===== config.mk =====
export PLATFORM = sky130hd
export DESIGN_NAME = cond_exec_stage_flat
export DESIGN_NICKNAME = d
export VERILOG_FILES = /design/src/rtl/cond_exec_if.sv /design/src/rtl/cond_exec_stage.sv /design/src/flat_wrapper.sv
export SDC_FILE = /design/constraint.sdc
export NUM_CORES = 1
export LEC_CHECK = 0
export ABC_AREA = 1
export CORE_MARGIN = 10
export CORE_UTILIZATION = 46
export DETAILED_ROUTE_END_ITERATION = 10
export PLACE_DENSITY = 0.83
export SYNTH_ARGS = -nofsm -noshare
export SYNTH_HDL_FRONTEND = slang
export SYNTH_SLANG_ARGS = --single-unit

===== constraint.sdc =====
create_clock -name clk -period 2.8 [get_ports clk]
set_input_delay 0.56 -clock clk [delete_from_list [all_inputs] [get_ports clk]]
set_output_delay 0.56 -clock clk [all_outputs]
set_load 0.05 [all_outputs]

===== src/rtl/cond_exec_if.sv =====
// Decode-to-execute control bundle: decoder fields, hazard controls,
// ALU flags in, and the registered/condition-gated execute controls out.
interface cond_exec_if;
    logic       StallE;
    logic       FlushE;
    logic       PCSrcD;
    logic       RegWriteD;
    logic       MemWriteD;
    logic       MemtoRegD;
    logic       BranchD;
    logic       ALUSrcD;
    logic [2:0] ALUControlD;
    logic [1:0] FlagWriteD;
    logic [3:0] CondD;
    logic [3:0] ALUFlags;

    logic [2:0] ALUControlE;
    logic       ALUSrcE;
    logic       MemtoRegE;
    logic       RegWriteE;
    logic       MemWriteE;
    logic       PCSrcE;
    logic       BranchTakenE;
    logic       CondExE;
    logic [3:0] FlagsE;

    modport master (
        output StallE, FlushE, PCSrcD, RegWriteD, MemWriteD, MemtoRegD,
               BranchD, ALUSrcD, ALUControlD, FlagWriteD, CondD, ALUFlags,
        input  ALUControlE, ALUSrcE, MemtoRegE, RegWriteE, MemWriteE,
               PCSrcE, BranchTakenE, CondExE, FlagsE
    );

    modport slave (
        input  StallE, FlushE, PCSrcD, RegWriteD, MemWriteD, MemtoRegD,
               BranchD, ALUSrcD, ALUControlD, FlagWriteD, CondD, ALUFlags,
        output ALUControlE, ALUSrcE, MemtoRegE, RegWriteE, MemWriteE,
               PCSrcE, BranchTakenE, CondExE, FlagsE
    );
endinterface


===== src/rtl/cond_exec_stage.sv =====
// ID/EX control register, architectural NZCV flags and ARM condition
// evaluation. Every output depends only on registers, never on D inputs.
module cond_exec_stage #(
    parameter bit         NV_EXECUTES = 1'b0,
    parameter logic [3:0] RESET_FLAGS = 4'b0000
) (
    input logic        clk,
    input logic        reset,
    cond_exec_if.slave bus
);

    logic       pcsrc_r;
    logic       regwrite_r;
    logic       memwrite_r;
    logic       memtoreg_r;
    logic       branch_r;
    logic       alusrc_r;
    logic [2:0] alu_ctrl_r;
    logic [1:0] flag_write_r;
    logic [3:0] cond_r;
    logic [3:0] flags_r;
    logic       cond_ex;
    logic       n_f, z_f, c_f, v_f;

    assign {n_f, z_f, c_f, v_f} = flags_r;

    // ID/EX control register: flush (bubble) beats stall (hold) beats capture
    always_ff @(posedge clk or posedge reset) begin
        if (reset) begin
            pcsrc_r      <= 1'b0;
            regwrite_r   <= 1'b0;
            memwrite_r   <= 1'b0;
            memtoreg_r   <= 1'b0;
            branch_r     <= 1'b0;
            alusrc_r     <= 1'b0;
            alu_ctrl_r   <= 3'b000;
            flag_write_r <= 2'b00;
            cond_r       <= 4'b1110;
        end else if (bus.FlushE) begin
            pcsrc_r      <= 1'b0;
            regwrite_r   <= 1'b0;
            memwrite_r   <= 1'b0;
            memtoreg_r   <= 1'b0;
            branch_r     <= 1'b0;
            alusrc_r     <= 1'b0;
            alu_ctrl_r   <= 3'b000;
            flag_write_r <= 2'b00;
            cond_r       <= 4'b1110;
        end else if (!bus.StallE) begin
            pcsrc_r      <= bus.PCSrcD;
            regwrite_r   <= bus.RegWriteD;
            memwrite_r   <= bus.MemWriteD;
            memtoreg_r   <= bus.MemtoRegD;
            branch_r     <= bus.BranchD;
            alusrc_r     <= bus.ALUSrcD;
            alu_ctrl_r   <= bus.ALUControlD;
            flag_write_r <= bus.FlagWriteD;
            cond_r       <= bus.CondD;
        end
    end

    // Condition check of the instruction in E against flags from older instructions
    always_comb begin
        cond_ex = 1'b0;
        case (cond_r)
            4'b0000: cond_ex = z_f;
            4'b0001: cond_ex = !z_f;
            4'b0010: cond_ex = c_f;
            4'b0011: cond_ex = !c_f;
            4'b0100: cond_ex = n_f;
            4'b0101: cond_ex = !n_f;
            4'b0110: cond_ex = v_f;
            4'b0111: cond_ex = !v_f;
            4'b1000: cond_ex = c_f & !z_f;
            4'b1001: cond_ex = !c_f | z_f;
            4'b1010: cond_ex = (n_f == v_f);
            4'b1011: cond_ex = (n_f != v_f);
            4'b1100: cond_ex = !z_f & (n_f == v_f);
            4'b1101: cond_ex = z_f | (n_f != v_f);
            4'b1110: cond_ex = 1'b1;
            default: cond_ex = NV_EXECUTES;
        endcase
    end

    // Flags commit only on the edge the instruction leaves E; a flush still lets it leave
    always_ff @(posedge clk or posedge reset) begin
        if (reset) begin
            flags_r <= RESET_FLAGS;
        end else if (!bus.StallE && cond_ex) begin
            if (flag_write_r[1]) flags_r[3:2] <= bus.ALUFlags[3:2];
            if (flag_write_r[0]) flags_r[1:0] <= bus.ALUFlags[1:0];
        end
    end

    assign bus.ALUControlE  = alu_ctrl_r;
    assign bus.ALUSrcE      = alusrc_r;
    assign bus.MemtoRegE    = memtoreg_r;
    assign bus.RegWriteE    = regwrite_r & cond_ex;
    assign bus.MemWriteE    = memwrite_r & cond_ex;
    assign bus.PCSrcE       = (pcsrc_r | branch_r) & cond_ex;
    assign bus.BranchTakenE = branch_r & cond_ex;
    assign bus.CondExE      = cond_ex;
    assign bus.FlagsE       = flags_r;

endmodule


===== src/flat_wrapper.sv =====
// flat-port wrapper written by rule: the top's interface ports become plain ports
module cond_exec_stage_flat 
#(
    parameter bit         NV_EXECUTES = 1'b0,
    parameter logic [3:0] RESET_FLAGS = 4'b0000
)
  (clk, reset, bus_StallE, bus_FlushE, bus_PCSrcD, bus_RegWriteD, bus_MemWriteD, bus_MemtoRegD, bus_BranchD, bus_ALUSrcD, bus_ALUControlD, bus_FlagWriteD, bus_CondD, bus_ALUFlags, bus_ALUControlE, bus_ALUSrcE, bus_MemtoRegE, bus_RegWriteE, bus_MemWriteE, bus_PCSrcE, bus_BranchTakenE, bus_CondExE, bus_FlagsE);
  cond_exec_if bus_i ();
  input logic clk;
  input logic reset;
  input wire logic [$bits(bus_i.StallE)-1:0] bus_StallE;
  input wire logic [$bits(bus_i.FlushE)-1:0] bus_FlushE;
  input wire logic [$bits(bus_i.PCSrcD)-1:0] bus_PCSrcD;
  input wire logic [$bits(bus_i.RegWriteD)-1:0] bus_RegWriteD;
  input wire logic [$bits(bus_i.MemWriteD)-1:0] bus_MemWriteD;
  input wire logic [$bits(bus_i.MemtoRegD)-1:0] bus_MemtoRegD;
  input wire logic [$bits(bus_i.BranchD)-1:0] bus_BranchD;
  input wire logic [$bits(bus_i.ALUSrcD)-1:0] bus_ALUSrcD;
  input wire logic [$bits(bus_i.ALUControlD)-1:0] bus_ALUControlD;
  input wire logic [$bits(bus_i.FlagWriteD)-1:0] bus_FlagWriteD;
  input wire logic [$bits(bus_i.CondD)-1:0] bus_CondD;
  input wire logic [$bits(bus_i.ALUFlags)-1:0] bus_ALUFlags;
  output wire logic [$bits(bus_i.ALUControlE)-1:0] bus_ALUControlE;
  output wire logic [$bits(bus_i.ALUSrcE)-1:0] bus_ALUSrcE;
  output wire logic [$bits(bus_i.MemtoRegE)-1:0] bus_MemtoRegE;
  output wire logic [$bits(bus_i.RegWriteE)-1:0] bus_RegWriteE;
  output wire logic [$bits(bus_i.MemWriteE)-1:0] bus_MemWriteE;
  output wire logic [$bits(bus_i.PCSrcE)-1:0] bus_PCSrcE;
  output wire logic [$bits(bus_i.BranchTakenE)-1:0] bus_BranchTakenE;
  output wire logic [$bits(bus_i.CondExE)-1:0] bus_CondExE;
  output wire logic [$bits(bus_i.FlagsE)-1:0] bus_FlagsE;
  assign bus_i.StallE = bus_StallE;
  assign bus_i.FlushE = bus_FlushE;
  assign bus_i.PCSrcD = bus_PCSrcD;
  assign bus_i.RegWriteD = bus_RegWriteD;
  assign bus_i.MemWriteD = bus_MemWriteD;
  assign bus_i.MemtoRegD = bus_MemtoRegD;
  assign bus_i.BranchD = bus_BranchD;
  assign bus_i.ALUSrcD = bus_ALUSrcD;
  assign bus_i.ALUControlD = bus_ALUControlD;
  assign bus_i.FlagWriteD = bus_FlagWriteD;
  assign bus_i.CondD = bus_CondD;
  assign bus_i.ALUFlags = bus_ALUFlags;
  assign bus_ALUControlE = bus_i.ALUControlE;
  assign bus_ALUSrcE = bus_i.ALUSrcE;
  assign bus_MemtoRegE = bus_i.MemtoRegE;
  assign bus_RegWriteE = bus_i.RegWriteE;
  assign bus_MemWriteE = bus_i.MemWriteE;
  assign bus_PCSrcE = bus_i.PCSrcE;
  assign bus_BranchTakenE = bus_i.BranchTakenE;
  assign bus_CondExE = bus_i.CondExE;
  assign bus_FlagsE = bus_i.FlagsE;
  cond_exec_stage #(.NV_EXECUTES(NV_EXECUTES), .RESET_FLAGS(RESET_FLAGS)) u_core (.clk(clk), .reset(reset), .bus(bus_i));
endmodule

==> summary.md <==
| Metric | Value |
|---|---|
| Outcome | `complete, no violations` |
| Setup crit end kind | `primary output` |
| Worst-Margin Slew | `0.787 ns` |
| Die height | `66 µm` |
| Clock skew | `0.00326 ns` |
| Initial DRC Count | `58` |
| Placed Instances | `185` |
| Final ANT Viol Nets | `0` |
| Avg WL per Cell | `12.9 µm` |
| ANT cells | `0` |
| Final period util | `87.3%` |
| Setup Crit Path Kind | `register to primary output` |
| Period minus WS final | `2.44 ns` |
| DIE AREA | `4360 µm²` |
| Worst Hold Class | `register to register` |
| Worst-Skew Late Latency | `0.28 ns` |
| I/O pin cnt | `37` |
| H-Tree Depth | `1` |
| Hold buffers post-CTS | `0` |
| VDD IR-drop max | `0.357 mV` |
| Post-Syn Area | `973 µm²` |
| Slew Viols, Final | `0` |
| DR vias/cell | `4.96` |
| DR pass1 iterations | `4` |
| Postcts setup bufs | `0` |
| Mapped Cells | `123` |
| CP Data Required Time | `2.24 ns` |
| Reg clk slew, reported paths | `0.10 ns` |
| CTS Sinks | `19` |
| CP Launch Type | `register` |
| Buffers on Ports | `36` |
| Post-DP HPWL | `2.03 mm` |
| CTS buffer count | `3` |
| P per Cell Area | `578 nW/µm²` |
| Core Box Area | `1980 µm²` |
| Layout cells sized above 1 | `13.6%` |
| CTS tree | `done` |
| Peak fanout along the critical path | `8` |
| Final Non-Filler Cells | `189` |
| Worst reg2reg endpoint | `u_core.bus.FlagsE[0]` |
| RR Startpoint | `u_core.cond_r[2]` |
| Setup TNS | `0 ns` |
| Nets | `186` |
| Hold Path Stages | `1` |
| Syn_area_per_cell | `7.91 µm²` |
| Register area share after synthesis | `49.2%` |
| Adder-cell share of the synthesized area | `0%` |
| Post-Synth Simple-Gate Area | `31.1%` |
| CTS Root Cell | `clkbuf_4` |
| Largest net degree at the start of global routing | `20` |
| Multiplexer area fraction after synthesis | `0%` |
| R2r worst-path depth | `9` |
| WHS Endpoint | `u_core.bus.ALUControlE[2]` |
| Initial antenna violation count | `0` |
| DRC | `0` |
| Layout area overhead | `41.9%` |
| Distinct cells, synth | `18` |
| Largest family of logic cells by synthesized area | `simple AND/OR/NAND/NOR gates` |
| Max frequency | `409 MHz` |
| Final setup violation count | `0` |
| Post-synthesis xor/xnor area fraction | `0%` |
| Post-Route WL | `2.45 mm` |
| Max_cap viols | `0` |
| Compound-Gate Fraction of Synth Area | `12.0%` |
| Die W | `66 µm` |
| Synth warnings | `0` |
| Gp weighted congestion | `0.872` |
| Seq cells post-synth | `19` |
| Total congestion overflow | `0` |
| Post-CTS sizing | `0` |
| Worst R2R Setup Slack | `1.30 ns` |
| Lkg Pwr | `0.670 nW` |
| Std-Cell Rows | `16` |
| Unrepaired setup endpoints after global routing | `no` |
| Slew HR | `47.4%` |
| Clk buf depth | `2` |
| WP data arrival | `1.88 ns` |
| Mapped Nets | `146` |
| Vias in the first global route | `955` |
| Final Hold Viols | `0` |
| Via count | `937` |
| Min-delay src | `u_core.bus.ALUControlE[2]` |
| Most frequent cells in the layout | `nand2_1, clkdlybuf4s50_1, dfrtp_1, inv_1, nor2_1` |
| Starting density of the core | `49.1%` |
| Overall Global Routing Usage | `11.5%` |
| First-pass GRT wire length | `4.06 mm` |
## synthesized netlist by cell type
| cell type | instances | share of area [%] |
|---|---|---|
| nand3_2 | 2 | 2.1 |
| nor2_2 | 1 | 0.64 |
| inv_1 | 15 | 5.8 |
| clkbuf_1 | 2 | 0.77 |
| a21oi_1 | 6 | 3.1 |
| nand2_1 | 31 | 12 |
| nor3_1 | 1 | 0.51 |
| dfrtp_1 | 16 | 41 |
| a22o_1 | 7 | 6.3 |
| nand4_1 | 4 | 2.6 |
| o21ai_0 | 5 | 2.6 |
| nor2_1 | 14 | 5.4 |
| nand3b_1 | 1 | 0.77 |
| nand2_4 | 1 | 1.2 |
| dfstp_2 | 3 | 8.1 |
| nand3_1 | 8 | 4.1 |
| inv_2 | 3 | 1.2 |
| nand2_2 | 3 | 1.9 |
## power breakdown
group          leakage (nW)  internal (mW)  switching [mW]
clock                0.0150         0.0552          0.0785
sequential            0.242          0.306          0.0337
combinational         0.414          0.117           0.208
## metal layers
metal / part of all wire [%] / up-vias / GRT usage, %
met3: 7.3 / 2 / 4.07
met2: 51 / 29 / 20.0
met1: 42 / 429 / 12.8
met5: 0 / - / 0
li1: - / 477 / -
met4: 0.33 / 0 / 3.14
## critical path: stages, from the launching register on
cell     delay [ns]
dfstp_2        0.57
inv_1          0.06
nor2_1         0.16
nand2_1        0.08
a21oi_1        0.13
nor2_1         0.08
nand2_4        0.12
inv_2          0.07
a21oi_1        0.12
buf_4          0.21
## registers in the layout, summed over array words and instances (netlist names)
name	cells
u_core.branch_r	1
u_core.bus.ALUControlE	3
u_core.bus.ALUSrcE	1
u_core.bus.FlagsE	4
u_core.bus.MemtoRegE	1
u_core.cond_r	4
u_core.flag_write_r	2
u_core.memwrite_r	1
u_core.pcsrc_r	1
u_core.regwrite_r	1
## cells by family (layout without fill, tap and decap cells)
group / count (synthesis) / after routing
AO/OA/AOI/OAI: 18 / 18
buffers and inverters: 20 / 59
flip-flops: 19 / 19
AND/OR/NAND/NOR: 66 / 66
## how the worst max path moves through the flow
stage	from	endpoint	slack (ns)	cells past startpoint
after global routing	u_core.cond_r[2]	bus_PCSrcE	0.19	9
final	u_core.cond_r[2]	bus_PCSrcE	0.36	9
after detailed placement	bus_FlushE	u_core.cond_r[3]	0.68	5
after floorplan	u_core.bus.FlagsE[0]	bus_PCSrcE	0.05	10
after global placement	u_core.cond_r[2]	bus_PCSrcE	0.70	9
after CTS	u_core.cond_r[2]	bus_PCSrcE	0.36	9
## stage by stage
| step | total power [mW] | area (µm²) | hold slack (ns) | setup WS [ns] | util (%) |
|---|---|---|---|---|---|
| 2_1_floorplan | 0.553 | 973 | 0.475 | 0.0498 | - |
| 3_3_place_gp | 0.667 | 1360 | 0.484 | 0.703 | 68.4 |
| 3_5_place_dp | 0.671 | 1360 | 0.486 | 0.683 | 68.4 |
| 4_1_cts | 0.802 | 1380 | 0.511 | 0.364 | 69.7 |
| 5_1_grt | 0.847 | 1380 | 0.539 | 0.192 | 69.7 |
| 6_report | 0.799 | 1380 | 0.507 | 0.357 | 69.7 |
## final cells by class
| type | count | area [µm²] |
|---|---|---|
| Inverter | 18 | 67.6 |
| Timing Repair Buffer | 37 | 355 |
| Multi-Input combinational cell | 84 | 419 |
| Clock buffer | 4 | 26.3 |
| Tap cell | 27 | 33.8 |
| Fill cell | 153 | 601 |
| Sequential cell | 19 | 479 |
No activity file was read; power rests on OpenSTA's default activity.
